## config.mk

```make
export PLATFORM = sky130hd
export DESIGN_NAME = ychg_sequencer
export DESIGN_NICKNAME = d
export VERILOG_FILES = /design/src/rtl/ychg_sequencer.sv
export SDC_FILE = /design/constraint.sdc
export NUM_CORES = 1
export LEC_CHECK = 0
export ABC_AREA = 1
export CORE_MARGIN = 8
export CORE_UTILIZATION = 50
export CTS_CLUSTER_DIAMETER = 40
export DETAILED_ROUTE_END_ITERATION = 7
export MAX_ROUTING_LAYER = met4
export PLACE_DENSITY = 0.84
export SLEW_MARGIN = 20
export SYNTH_ARGS = -nofsm -noshare
export SYNTH_HDL_FRONTEND = slang
export SYNTH_SLANG_ARGS = --single-unit
```

## constraint.sdc

```tcl
create_clock -name clock -period 7.6 [get_ports clock]
set_input_delay 1.14 -clock clock [delete_from_list [all_inputs] [get_ports clock]]
set_output_delay 1.14 -clock clock [all_outputs]
set_load 0.02 [all_outputs]
```

## src/rtl/ychg_sequencer.sv

```systemverilog
// ychg_sequencer: walks the change-record SRAM and feeds one record at a time
// to the update-Y computation unit, with a per-record watchdog and progress
// counters.
module ychg_sequencer #(
    parameter int unsigned CHG_AW  = 11,
    parameter int unsigned TIMEOUT = 4095
) (
    input  logic              clock,
    input  logic              reset,
    // controller handshake
    input  logic              seq_start,
    input  logic [CHG_AW-1:0] seq_numChanges,
    // change-record SRAM
    output logic [CHG_AW-1:0] seq_chgMemAddr,
    output logic              seq_chgMemRd,
    input  logic [79:0]       seq_chgMemData,
    // computation unit
    output logic [15:0]       seq_chgRow,
    output logic [15:0]       seq_chgCol,
    output logic [23:0]       seq_chgReal,
    output logic [23:0]       seq_chgImg,
    output logic              seq_compEnable,
    input  logic              seq_dpDone,
    // status
    output logic              seq_busy,
    output logic              seq_allDone,
    output logic              seq_errTimeout,
    output logic [CHG_AW-1:0] seq_doneCount,
    output logic [CHG_AW-1:0] seq_skipCount
);

    localparam int unsigned       WD_W     = $clog2(TIMEOUT + 1);
    localparam logic [WD_W-1:0]   WD_LIMIT = WD_W'(TIMEOUT);
    localparam logic [CHG_AW-1:0] CNT_MAX  = '1;

    typedef enum logic [2:0] {
        S_IDLE      = 3'd0,
        S_FETCH     = 3'd1,
        S_WAIT_DATA = 3'd2,
        S_FIRE      = 3'd3,
        S_WAIT_DONE = 3'd4,
        S_NEXT      = 3'd5,
        S_FINISH    = 3'd6
    } state_t;

    state_t             r_state;
    logic [CHG_AW-1:0]  r_count;
    logic [CHG_AW-1:0]  r_index;
    logic [CHG_AW-1:0]  r_addr;
    logic               r_rd;
    logic [15:0]        r_row;
    logic [15:0]        r_col;
    logic [23:0]        r_real;
    logic [23:0]        r_img;
    logic               r_en;
    logic               r_busy;
    logic               r_all_done;
    logic               r_err;
    logic [CHG_AW-1:0]  r_done_cnt;
    logic [CHG_AW-1:0]  r_skip_cnt;
    logic [WD_W-1:0]    r_wd;

    logic               w_zero_rec;
    logic [CHG_AW-1:0]  w_index_inc;
    logic               w_last;
    logic [CHG_AW-1:0]  w_done_inc;
    logic [CHG_AW-1:0]  w_skip_inc;

    // Record classification and saturating counter increments
    assign w_zero_rec  = (seq_chgMemData[47:0] == 48'd0);
    assign w_index_inc = r_index + CHG_AW'(1);
    assign w_last      = (w_index_inc == r_count);
    assign w_done_inc  = (r_done_cnt == CNT_MAX) ? r_done_cnt : r_done_cnt + CHG_AW'(1);
    assign w_skip_inc  = (r_skip_cnt == CNT_MAX) ? r_skip_cnt : r_skip_cnt + CHG_AW'(1);

    // Sequencer FSM with registered outputs; strobes are set on entry to
    // the state that owns them so they line up with that state's cycle
    always_ff @(posedge clock or posedge reset) begin
        if (reset) begin
            r_state    <= S_IDLE;
            r_count    <= '0;
            r_index    <= '0;
            r_addr     <= '0;
            r_rd       <= 1'b0;
            r_row      <= '0;
            r_col      <= '0;
            r_real     <= '0;
            r_img      <= '0;
            r_en       <= 1'b0;
            r_busy     <= 1'b0;
            r_all_done <= 1'b0;
            r_err      <= 1'b0;
            r_done_cnt <= '0;
            r_skip_cnt <= '0;
            r_wd       <= '0;
        end else begin
            case (r_state)
                S_IDLE: begin
                    if (seq_start) begin
                        r_count    <= seq_numChanges;
                        r_index    <= '0;
                        r_done_cnt <= '0;
                        r_skip_cnt <= '0;
                        r_err      <= 1'b0;
                        r_busy     <= 1'b1;
                        if (seq_numChanges == '0) begin
                            r_all_done <= 1'b1;
                            r_state    <= S_FINISH;
                        end else begin
                            r_addr  <= '0;
                            r_rd    <= 1'b1;
                            r_state <= S_FETCH;
                        end
                    end
                end

                S_FETCH: begin
                    r_rd    <= 1'b0;
                    r_state <= S_WAIT_DATA;
                end

                S_WAIT_DATA: begin
                    // SRAM data is valid this cycle; hold it until next capture
                    r_row  <= seq_chgMemData[79:64];
                    r_col  <= seq_chgMemData[63:48];
                    r_real <= seq_chgMemData[47:24];
                    r_img  <= seq_chgMemData[23:0];
                    if (w_zero_rec) begin
                        r_skip_cnt <= w_skip_inc;
                        r_state    <= S_NEXT;
                    end else begin
                        r_en    <= 1'b1;
                        r_state <= S_FIRE;
                    end
                end

                S_FIRE: begin
                    r_en    <= 1'b0;
                    r_wd    <= '0;
                    r_state <= S_WAIT_DONE;
                end

                S_WAIT_DONE: begin
                    // done has priority over the watchdog in the limit cycle
                    if (seq_dpDone) begin
                        r_done_cnt <= w_done_inc;
                        r_state    <= S_NEXT;
                    end else if (r_wd == WD_LIMIT) begin
                        r_err      <= 1'b1;
                        r_all_done <= 1'b1;
                        r_state    <= S_FINISH;
                    end else begin
                        r_wd <= r_wd + WD_W'(1);
                    end
                end

                S_NEXT: begin
                    r_index <= w_index_inc;
                    if (w_last) begin
                        r_all_done <= 1'b1;
                        r_state    <= S_FINISH;
                    end else begin
                        r_addr  <= w_index_inc;
                        r_rd    <= 1'b1;
                        r_state <= S_FETCH;
                    end
                end

                S_FINISH: begin
                    r_all_done <= 1'b0;
                    r_busy     <= 1'b0;
                    r_state    <= S_IDLE;
                end

                default: begin
                    r_rd       <= 1'b0;
                    r_en       <= 1'b0;
                    r_all_done <= 1'b0;
                    r_busy     <= 1'b0;
                    r_state    <= S_IDLE;
                end
            endcase
        end
    end

    // Output mapping
    assign seq_chgMemAddr = r_addr;
    assign seq_chgMemRd   = r_rd;
    assign seq_chgRow     = r_row;
    assign seq_chgCol     = r_col;
    assign seq_chgReal    = r_real;
    assign seq_chgImg     = r_img;
    assign seq_compEnable = r_en;
    assign seq_busy       = r_busy;
    assign seq_allDone    = r_all_done;
    assign seq_errTimeout = r_err;
    assign seq_doneCount  = r_done_cnt;
    assign seq_skipCount  = r_skip_cnt;

endmodule

```

==> summary.txt, run 1 <==
TIMING
----------------------------------------------------------------------------------------------------
Unrepaired setup endpoints after global routing                                                false
Maximum clock skew at final layout                                                        0.00768 ns
Share of the clock period used by the worst path after layout                                  40.9%
Post-Route Setup TNS                                                                            0 ns
Final number of setup-violating endpoints                                                          0
Final hold violation count                                                                         0
F_max                                                                                      0.322 GHz
Pins Over Slew Limit                                                                               0
Slack of the critical path                                                                   4.49 ns
Final critical delay including setup and external delays                                     3.11 ns
Worst-margin pin slew                                                                       0.986 ns
Max-Slew Margin vs Limit                                                                       34.1%

GLOBAL ROUTING
----------------------------------------------------------------------------------------------------
Largest net degree at the start of global routing                                                 82
Antenna violations before repair                                                                   0
Via count of the first global-routing pass                                                     6,791
Aggregate global routing overflow                                                                  0
Global-route wire length before repair                                                       33.6 mm
All-Layer GR Usage                                                                             23.5%

FINAL LAYOUT
----------------------------------------------------------------------------------------------------
Ratio of cells with drive above 1 in the final layout                                          6.97%
Final #Nets                                                                                    1,220
Number of filler instances in the final layout                                                 1,109
Number of non-filler instances in the completed layout                                         1,318
Diode count                                                                                        0
Synthesis-to-finish area growth                                                                38.9%

YOSYS
----------------------------------------------------------------------------------------------------
Proportion of netlist area held by the largest area contributor                                53.2%
Most instantiated flip-flop cell in the synthesis netlist                               sky130_fd_sc_hd__dfrtp_1
Register area share after synthesis                                                            53.2%
Post-synthesis average cell area                                                            7.98 µm²
Gate count of the mapped netlist                                                                 914
Number of enable-type register cells in the synthesized netlist                                    0
Flip-flop and latch count after synthesis                                                        155
Number of distinct library cells after synthesis                                                  38
Cell area after technology mapping                                                       0.00730 mm²
Synth area leaders                                                                      sky130_fd_sc_hd__dfrtp_1 (53%), sky130_fd_sc_hd__nand2_1 (17%), sky130_fd_sc_hd__inv_1 (5.4%)
Library cell occupying the most area in the post-synthesis netlist                      sky130_fd_sc_hd__dfrtp_1
Synthesized netlist net count                                                                  1,013
Leading cell types by count after synthesis                                             sky130_fd_sc_hd__nand2_1 (335), sky130_fd_sc_hd__dfrtp_1 (155), sky130_fd_sc_hd__inv_1 (105)
Leading cell type by number of instances after synthesis                                sky130_fd_sc_hd__nand2_1
Async SR Flop Fraction                                                                          100%
Yosys warnings                                                                                     0

POWER AND IR DROP
----------------------------------------------------------------------------------------------------
Sw Share                                                                                       40.4%
Leakage dissipation                                                                          4.83 nW
Power dissipated by switching net loads                                                      1.50 mW
Power share of the clock group                                                                 21.7%
Pint                                                                                         2.21 mW
Logic gate share of total power                                                                43.3%
Fraction of power consumed by sequential logic                                                 35.1%
Power density normalized to cell area                                                     365 mW/mm²
Max IR drop VDD                                                                             0.246 mV
Post-layout total power                                                                      3.71 mW

CLOCK NETWORK
----------------------------------------------------------------------------------------------------
Clock tree from TritonCTS                                                                      built
Hold-fix buffers at CTS                                                                            0
Total clock sinks                                                                                155
Maximum buffer depth of the clock tree                                                             2
Post-CTS setup buffer count                                                                        0
Clock Latency Late Sink                                                                      0.42 ns
Clk root buf                                                                            sky130_fd_sc_hd__clkbuf_16
Clock-pin slew reported for the worst setup and hold paths after clock tree synthesis        0.07 ns
H-Tree Depth                                                                                       4
Clock buffer count from CTS                                                                       17
Number of instances resized during post-cts repair                                                 0

WORST SETUP PATH
----------------------------------------------------------------------------------------------------
Startpoint types                                                                        primary input
CP dominant cell by count                                                               sky130_fd_sc_hd__nand2_1
Slowest-stage cell, CP                                                                  sky130_fd_sc_hd__nand2_1
Worst Reg-to-Reg Cells                                                                             8
Crit path kind                                                                             in -> reg
Critical Path Fanout Max                                                                          36
Largest stage delay, worst path                                                              0.59 ns
Signal arrival time at the worst endpoint                                                    3.39 ns
Launching point of the worst reg2reg path                                               r_state[0]$_DFFE_PP0P_
Worst path required time                                                                     7.88 ns
Crit path capture type                                                                     flip-flop
Reg2Reg Capture Point                                                                   seq_doneCount[8]$_DFFE_PP0P_
Reg-to-reg setup timing slack                                                                4.91 ns
Crit path cell chain                                                                    clkdlybuf4s50_1 > nand2_1 > nand2_1 > nand4_1 > o21ai_0 > a22oi_1

ROUTING
----------------------------------------------------------------------------------------------------
First-pass DRT Iterations                                                                          5
Met1 wire length                                                                             8.58 mm
Iter 0 DRT Violations                                                                            498
DR WL/cell                                                                                   15.9 µm
Top layer in use                                                                                met4
Total via count in the routed design                                                           6,763
Met3 wire length                                                                             1.75 mm
Count of unresolved DRC violations after routing                                                   0
Detail-routed via count per cell                                                                5.13
Met2 Routed Length                                                                           10.3 mm
Final WL                                                                                     20.9 mm
Final ANT Viol Nets                                                                                0

MIN PATH
----------------------------------------------------------------------------------------------------
Endpoint of the worst hold path                                                         seq_chgRow[4]$_DFFE_PP0P_
Hold Crit Class                                                                           reg -> reg
Depth of the worst hold-timing path                                                                2
Startpoint of the most critical hold path                                               seq_chgRow[4]$_DFFE_PP0P_

RUN
----------------------------------------------------------------------------------------------------
Max-cap violations                                                                                 0

PLACEMENT
----------------------------------------------------------------------------------------------------
Cell Count Post-Placement                                                                      1,286
Worst slack, placed                                                                          4.11 ns
Detailed placement HPWL                                                                      15.3 mm
Number of input and output port buffers inserted                                                 212
Routability Congestion                                                                         0.886

FLOORPLANNING
----------------------------------------------------------------------------------------------------
Number of placement rows                                                                          44
Core area                                                                                 0.0144 mm²
Die Span Y                                                                                    137 µm
Die ar.                                                                                   0.0187 mm²
Boundary pin count                                                                               213
X dimension of the die                                                                        137 µm
Starting Density                                                                               50.6%

STATUS
----------------------------------------------------------------------------------------------------
Status                                                                                  complete, no violations

sequential cells by signal, summed over array words and instances, names as in the netlist:
| signal | cells |
|---|---|
| r_state | 3 |
| seq_chgMemAddr | 11 |
| r_wd | 12 |
| r_count | 11 |
| seq_busy | 1 |
| seq_doneCount | 11 |
| seq_errTimeout | 1 |
| seq_skipCount | 11 |
| seq_compEnable | 1 |
| seq_chgReal | 24 |
| seq_chgImg | 24 |
| seq_chgMemRd | 1 |
| seq_chgRow | 16 |
| seq_chgCol | 16 |
| r_index | 11 |
| seq_allDone | 1 |
how the worst max path moves through the flow:
| stage | startpoint | end | slack (ns) | depth (start not counted) |
|---|---|---|---|---|
| after floorplan | reset | r_count[0]$_DFFE_PP0P_ | 2.28 | 1 |
| after global placement | seq_start | seq_doneCount[8]$_DFFE_PP0P_ | 4.22 | 6 |
| after detailed placement | seq_start | seq_doneCount[8]$_DFFE_PP0P_ | 4.11 | 6 |
| after CTS | seq_start | seq_doneCount[8]$_DFFE_PP0P_ | 4.53 | 6 |
| after global routing | seq_start | seq_doneCount[8]$_DFFE_PP0P_ | 4.22 | 6 |
| final | seq_start | seq_doneCount[8]$_DFFE_PP0P_ | 4.49 | 6 |
placed cells by master (no fill, tap or decap), types with 10 or more instances in the layout:
master and count:
sky130_fd_sc_hd__a21oi_1 17, sky130_fd_sc_hd__clkbuf_16 17, sky130_fd_sc_hd__clkdlybuf4s50_1 212, sky130_fd_sc_hd__dfrtp_1 155, sky130_fd_sc_hd__inv_1 104, sky130_fd_sc_hd__nand2_1 335
sky130_fd_sc_hd__nand2_2 16, sky130_fd_sc_hd__nand3_1 48, sky130_fd_sc_hd__nand4_1 23, sky130_fd_sc_hd__nor2_1 43, sky130_fd_sc_hd__nor3_1 10, sky130_fd_sc_hd__o21ai_0 65
metal layers:
metal  vias to the layer above  track usage (%)
met5                         -                -
met4                         0             6.52
met3                        22             8.26
met2                       247             38.5
met1                      3177             27.1
li1                       3317                -
final cells by class:
type                       count  area (µm²)  share of cell area [%]
sequential                   155        3880                    38.3
multi-input combinational    623        2900                    28.6
timing repair buffer         216        2160                    21.3
clock buffer                  19         453                    4.47
inverter                     108         410                    4.05
tap                          184         230                    2.27
clock inverter                13         110                    1.09
worst max-delay path, delay by kind of cell:
family | cells | cell delay (ns)
buffers and inverters | 1 | 0.52
AND/OR/NAND/NOR | 3 | 1.35
AO/OA/AOI/OAI | 2 | 0.39
per-stage QoR:
stage | cell area, µm² | hold WS (ns) | utilization [%]
floorplan | 7300 | 0.453 | -
global placement | 9570 | 0.452 | 66.4
detailed placement | 9570 | 0.458 | 66.4
CTS | 10100 | 0.475 | 70.3
global route | 10100 | 0.498 | 70.3
finish | 10100 | 0.472 | 70.3
power by group through the flow:
| stage | Sequential, mW | Combinational [mW] | Clock (mW) |
|---|---|---|---|
| 2_1_floorplan | 1.56 | 0.608 | 0 |
| 3_3_place_gp | 1.29 | 1.57 | 0 |
| 3_5_place_dp | 1.30 | 1.61 | 0 |
| 4_1_cts | 1.30 | 1.62 | 0.817 |
| 5_1_grt | 1.33 | 1.76 | 0.853 |
| 6_report | 1.30 | 1.60 | 0.803 |
cells by family (layout without fill, tap and decap cells):
| kind of cell | Yosys count | in the layout | synth area share [%] |
|---|---|---|---|
| AND/OR/NAND/NOR | 510 | 510 | 30.7 |
| flip-flops | 155 | 155 | 53.2 |
| buffers and inverters | 136 | 356 | 7.20 |
| AO/OA/AOI/OAI | 102 | 102 | 7.44 |
| XOR/XNOR | 7 | 7 | 0.840 |
| adder cells (fa/ha/maj) | 4 | 4 | 0.686 |
Note: power is estimated with default switching activity, not from simulation.
==> run 2, diff against run 1 <==
Settings changed: CORE_UTILIZATION 50 to 43, PLACE_DENSITY 0.84 to 0.77.
Clock period 7.6 ns to 2.7 ns, I/O delays scaled along.
==> summary.txt, run 2 (synthesis results as in run 1) <==
WORST SETUP PATH
----------------------------------------------------------------------------------------------------
Critical path depth in cells                                                                       9   +3
Slowest-stage cell, CP                                                                  sky130_fd_sc_hd__nor4_1
Startpoint types                                                                        primary input
Crit path kind                                                                             in -> reg
Crit path capture type                                                                     flip-flop
Signal arrival time at the worst endpoint                                                    2.52 ns   -0.87 ns
Crit path cell chain                                                                    clkdlybuf4s50_1 > nor4_1 > nand3_1 > nor2_1 > nand3_1 > nand4_1 > nand2_1 > nand2_1 > o21ai_0
Critical path's top delay family                                                        simple AND/OR/NAND/NOR gates
Critical Path Fanout Max                                                                          22   -39%
Worst Reg-to-Reg Cells                                                                            15   +7
Buffers and inverters on the worst path                                                            1   unchanged
Worst path required time                                                                     2.98 ns   -4.90 ns
Largest stage delay, worst path                                                              0.49 ns   -0.10 ns

GLOBAL ROUTING
----------------------------------------------------------------------------------------------------
Aggregate global routing overflow                                                                  0   unchanged
Global-route wire length before repair                                                       33.5 mm   -0.25%
Antenna violations before repair                                                                   0   unchanged
All-Layer GR Usage                                                                             19.8%   -3.8 points
Largest net degree at the start of global routing                                                 86   +4.9%
Via count of the first global-routing pass                                                     6,691   -1.5%

FINAL LAYOUT
----------------------------------------------------------------------------------------------------
Number of non-filler instances in the completed layout                                         1,362   +3.3%
Diode count                                                                                        0   unchanged
Ratio of cells with drive above 1 in the final layout                                          7.53%   +0.56 points
Synthesis-to-finish area growth                                                                42.7%
Most common cell after layout, fill and taps aside                                      sky130_fd_sc_hd__nand2_1
Post-route cell area                                                                      0.0104 mm²   +2.7%
Final #Nets                                                                                    1,228   +0.66%
Highest-count cells in the layout ignoring fill and taps                                sky130_fd_sc_hd__nand2_1 (335), sky130_fd_sc_hd__clkdlybuf4s50_1 (212), sky130_fd_sc_hd__dfrtp_1 (155)

FLOORPLANNING
----------------------------------------------------------------------------------------------------
Die ar.                                                                                   0.0214 mm²   +14%
Number of placement rows                                                                          47   +6.8%
Die Span Y                                                                                    146 µm   +6.9%
X dimension of the die                                                                        146 µm   +6.9%
Core area                                                                                 0.0166 mm²   +15%
Boundary pin count                                                                               213   unchanged
Starting Density                                                                               44.0%   -6.6 points

TIMING
----------------------------------------------------------------------------------------------------
Worst-margin pin slew                                                                       0.578 ns   -0.408 ns
Final number of setup-violating endpoints                                                          0   unchanged
Final critical delay including setup and external delays                                     2.24 ns
Unrepaired setup endpoints after global routing                                                false
Share of the clock period used by the worst path after layout                                  82.8%
Slack of the critical path                                                                  0.464 ns   -4.03 ns
Post-Route Setup TNS                                                                            0 ns   unchanged
Maximum clock skew at final layout                                                        0.00694 ns   -0.000734 ns
F_max                                                                                      0.447 GHz
Final hold violation count                                                                         0   unchanged
Max-Slew Margin vs Limit                                                                       61.4%   +27 points
Pins Over Slew Limit                                                                               0   unchanged

POWER AND IR DROP
----------------------------------------------------------------------------------------------------
Post-layout total power                                                                      11.0 mW   +200%
Power density normalized to cell area                                                    1050 mW/mm²   +190%
Leakage dissipation                                                                          4.95 nW   +2.4%
Max IR drop VDD                                                                             0.706 mV   +190%

PLACEMENT
----------------------------------------------------------------------------------------------------
Number of input and output port buffers inserted                                                 212   unchanged
Total cell area at the placement stage                                                   0.00971 mm²   +1.5%
Detailed placement HPWL                                                                      15.0 mm   -1.9%
Cell Count Post-Placement                                                                      1,330   +3.4%
Routability Congestion                                                                         0.859   -3.0%
Worst slack, placed                                                                        0.0526 ns   -4.06 ns

ROUTING
----------------------------------------------------------------------------------------------------
Total via count in the routed design                                                           6,691   -1.1%
Final ANT Viol Nets                                                                                0   unchanged
DR WL/cell                                                                                   14.8 µm   -6.6%
Iter 0 DRT Violations                                                                            506   +1.6%
Final WL                                                                                     20.2 mm   -3.5%
Detail-routed via count per cell                                                                4.91   -4.3%
First-pass DRT Iterations                                                                          7   +2
Count of unresolved DRC violations after routing                                                   0   unchanged

STATUS
----------------------------------------------------------------------------------------------------
Status                                                                                  complete, no violations

CLOCK NETWORK
----------------------------------------------------------------------------------------------------
Clock Latency Late Sink                                                                      0.42 ns   about the same
Clock tree from TritonCTS                                                                      built
Total clock sinks                                                                                155   unchanged
Post-CTS setup buffer count                                                                        0   unchanged
Clock-pin slew reported for the worst setup and hold paths after clock tree synthesis        0.06 ns   about the same
H-Tree Depth                                                                                       4   unchanged
Clock buffer count from CTS                                                                       17   unchanged
Number of instances resized during post-cts repair                                                 0   unchanged
Hold-fix buffers at CTS                                                                            0   unchanged
Clk root buf                                                                            sky130_fd_sc_hd__clkbuf_16
Maximum buffer depth of the clock tree                                                             2   unchanged

MIN PATH
----------------------------------------------------------------------------------------------------
Hold Crit Class                                                                          in -> async

RUN
----------------------------------------------------------------------------------------------------
Max-cap violations                                                                                 0   unchanged

[run 2: power by group]
part / total (mW) / internal, mW / switching (mW)
Combinational: 4.53 / 1.90 / 2.64
Clock: 2.82 / 1.83 / 0.983
Sequential: 3.62 / 3.13 / 0.491
[run 2: worst paths after layout]
kind	start	endpoint	slack, ns
setup / recovery	seq_chgMemData[45]	seq_skipCount[3]$_DFFE_PP0P_	0.46
max in group asynchronous	reset	seq_chgRow[1]$_DFFE_PP0P_	1.84
setup reg to reg	r_index[0]$_DFFE_PP0P_	r_state[0]$_DFFE_PP0P_	0.58
min in group clock	seq_chgRow[2]$_DFFE_PP0P_	seq_chgRow[2]$_DFFE_PP0P_	0.47
hold / removal	reset	r_index[7]$_DFFE_PP0P_	0.47
hold reg to reg	seq_chgRow[2]$_DFFE_PP0P_	seq_chgRow[2]$_DFFE_PP0P_	0.47
[run 2: metal layers]
| layer | GRT usage [%] | share of wire, % | up-vias |
|---|---|---|---|
| met5 | - | 0 | - |
| met4 | 5.98 | 1.6 | 0 |
| met3 | 6.64 | 8.5 | 27 |
| met2 | 30.2 | 46 | 237 |
| met1 | 24.5 | 43 | 3101 |
| li1 | - | - | 3326 |
[run 2: area by class of cell]
| cell class | instances | area (µm²) |
|---|---|---|
| flip-flops and latches | 155 | 3880 |
| clock buffers | 18 | 429 |
| clock inverters | 14 | 269 |
| fillers | 1425 | 6170 |
| multi-input cells | 623 | 2900 |
| well taps | 220 | 275 |
| inverters | 108 | 409 |
| repair buffers | 224 | 2250 |
[run 2: tightest hold or removal path, cell delays in order]
cell	delay, ns
sky130_fd_sc_hd__clkdlybuf4s50_1	0.44
sky130_fd_sc_hd__clkinvlp_4	0.13
sky130_fd_sc_hd__buf_12	0.33
[run 2: per-stage QoR]
stage | hold WS, ns | utilization (%)
floorplan | 0.453 | -
global placement | 0.452 | 58.6
detailed placement | 0.457 | 58.6
CTS | 0.473 | 62.8
global route | 0.494 | 62.8
finish | 0.469 | 62.8
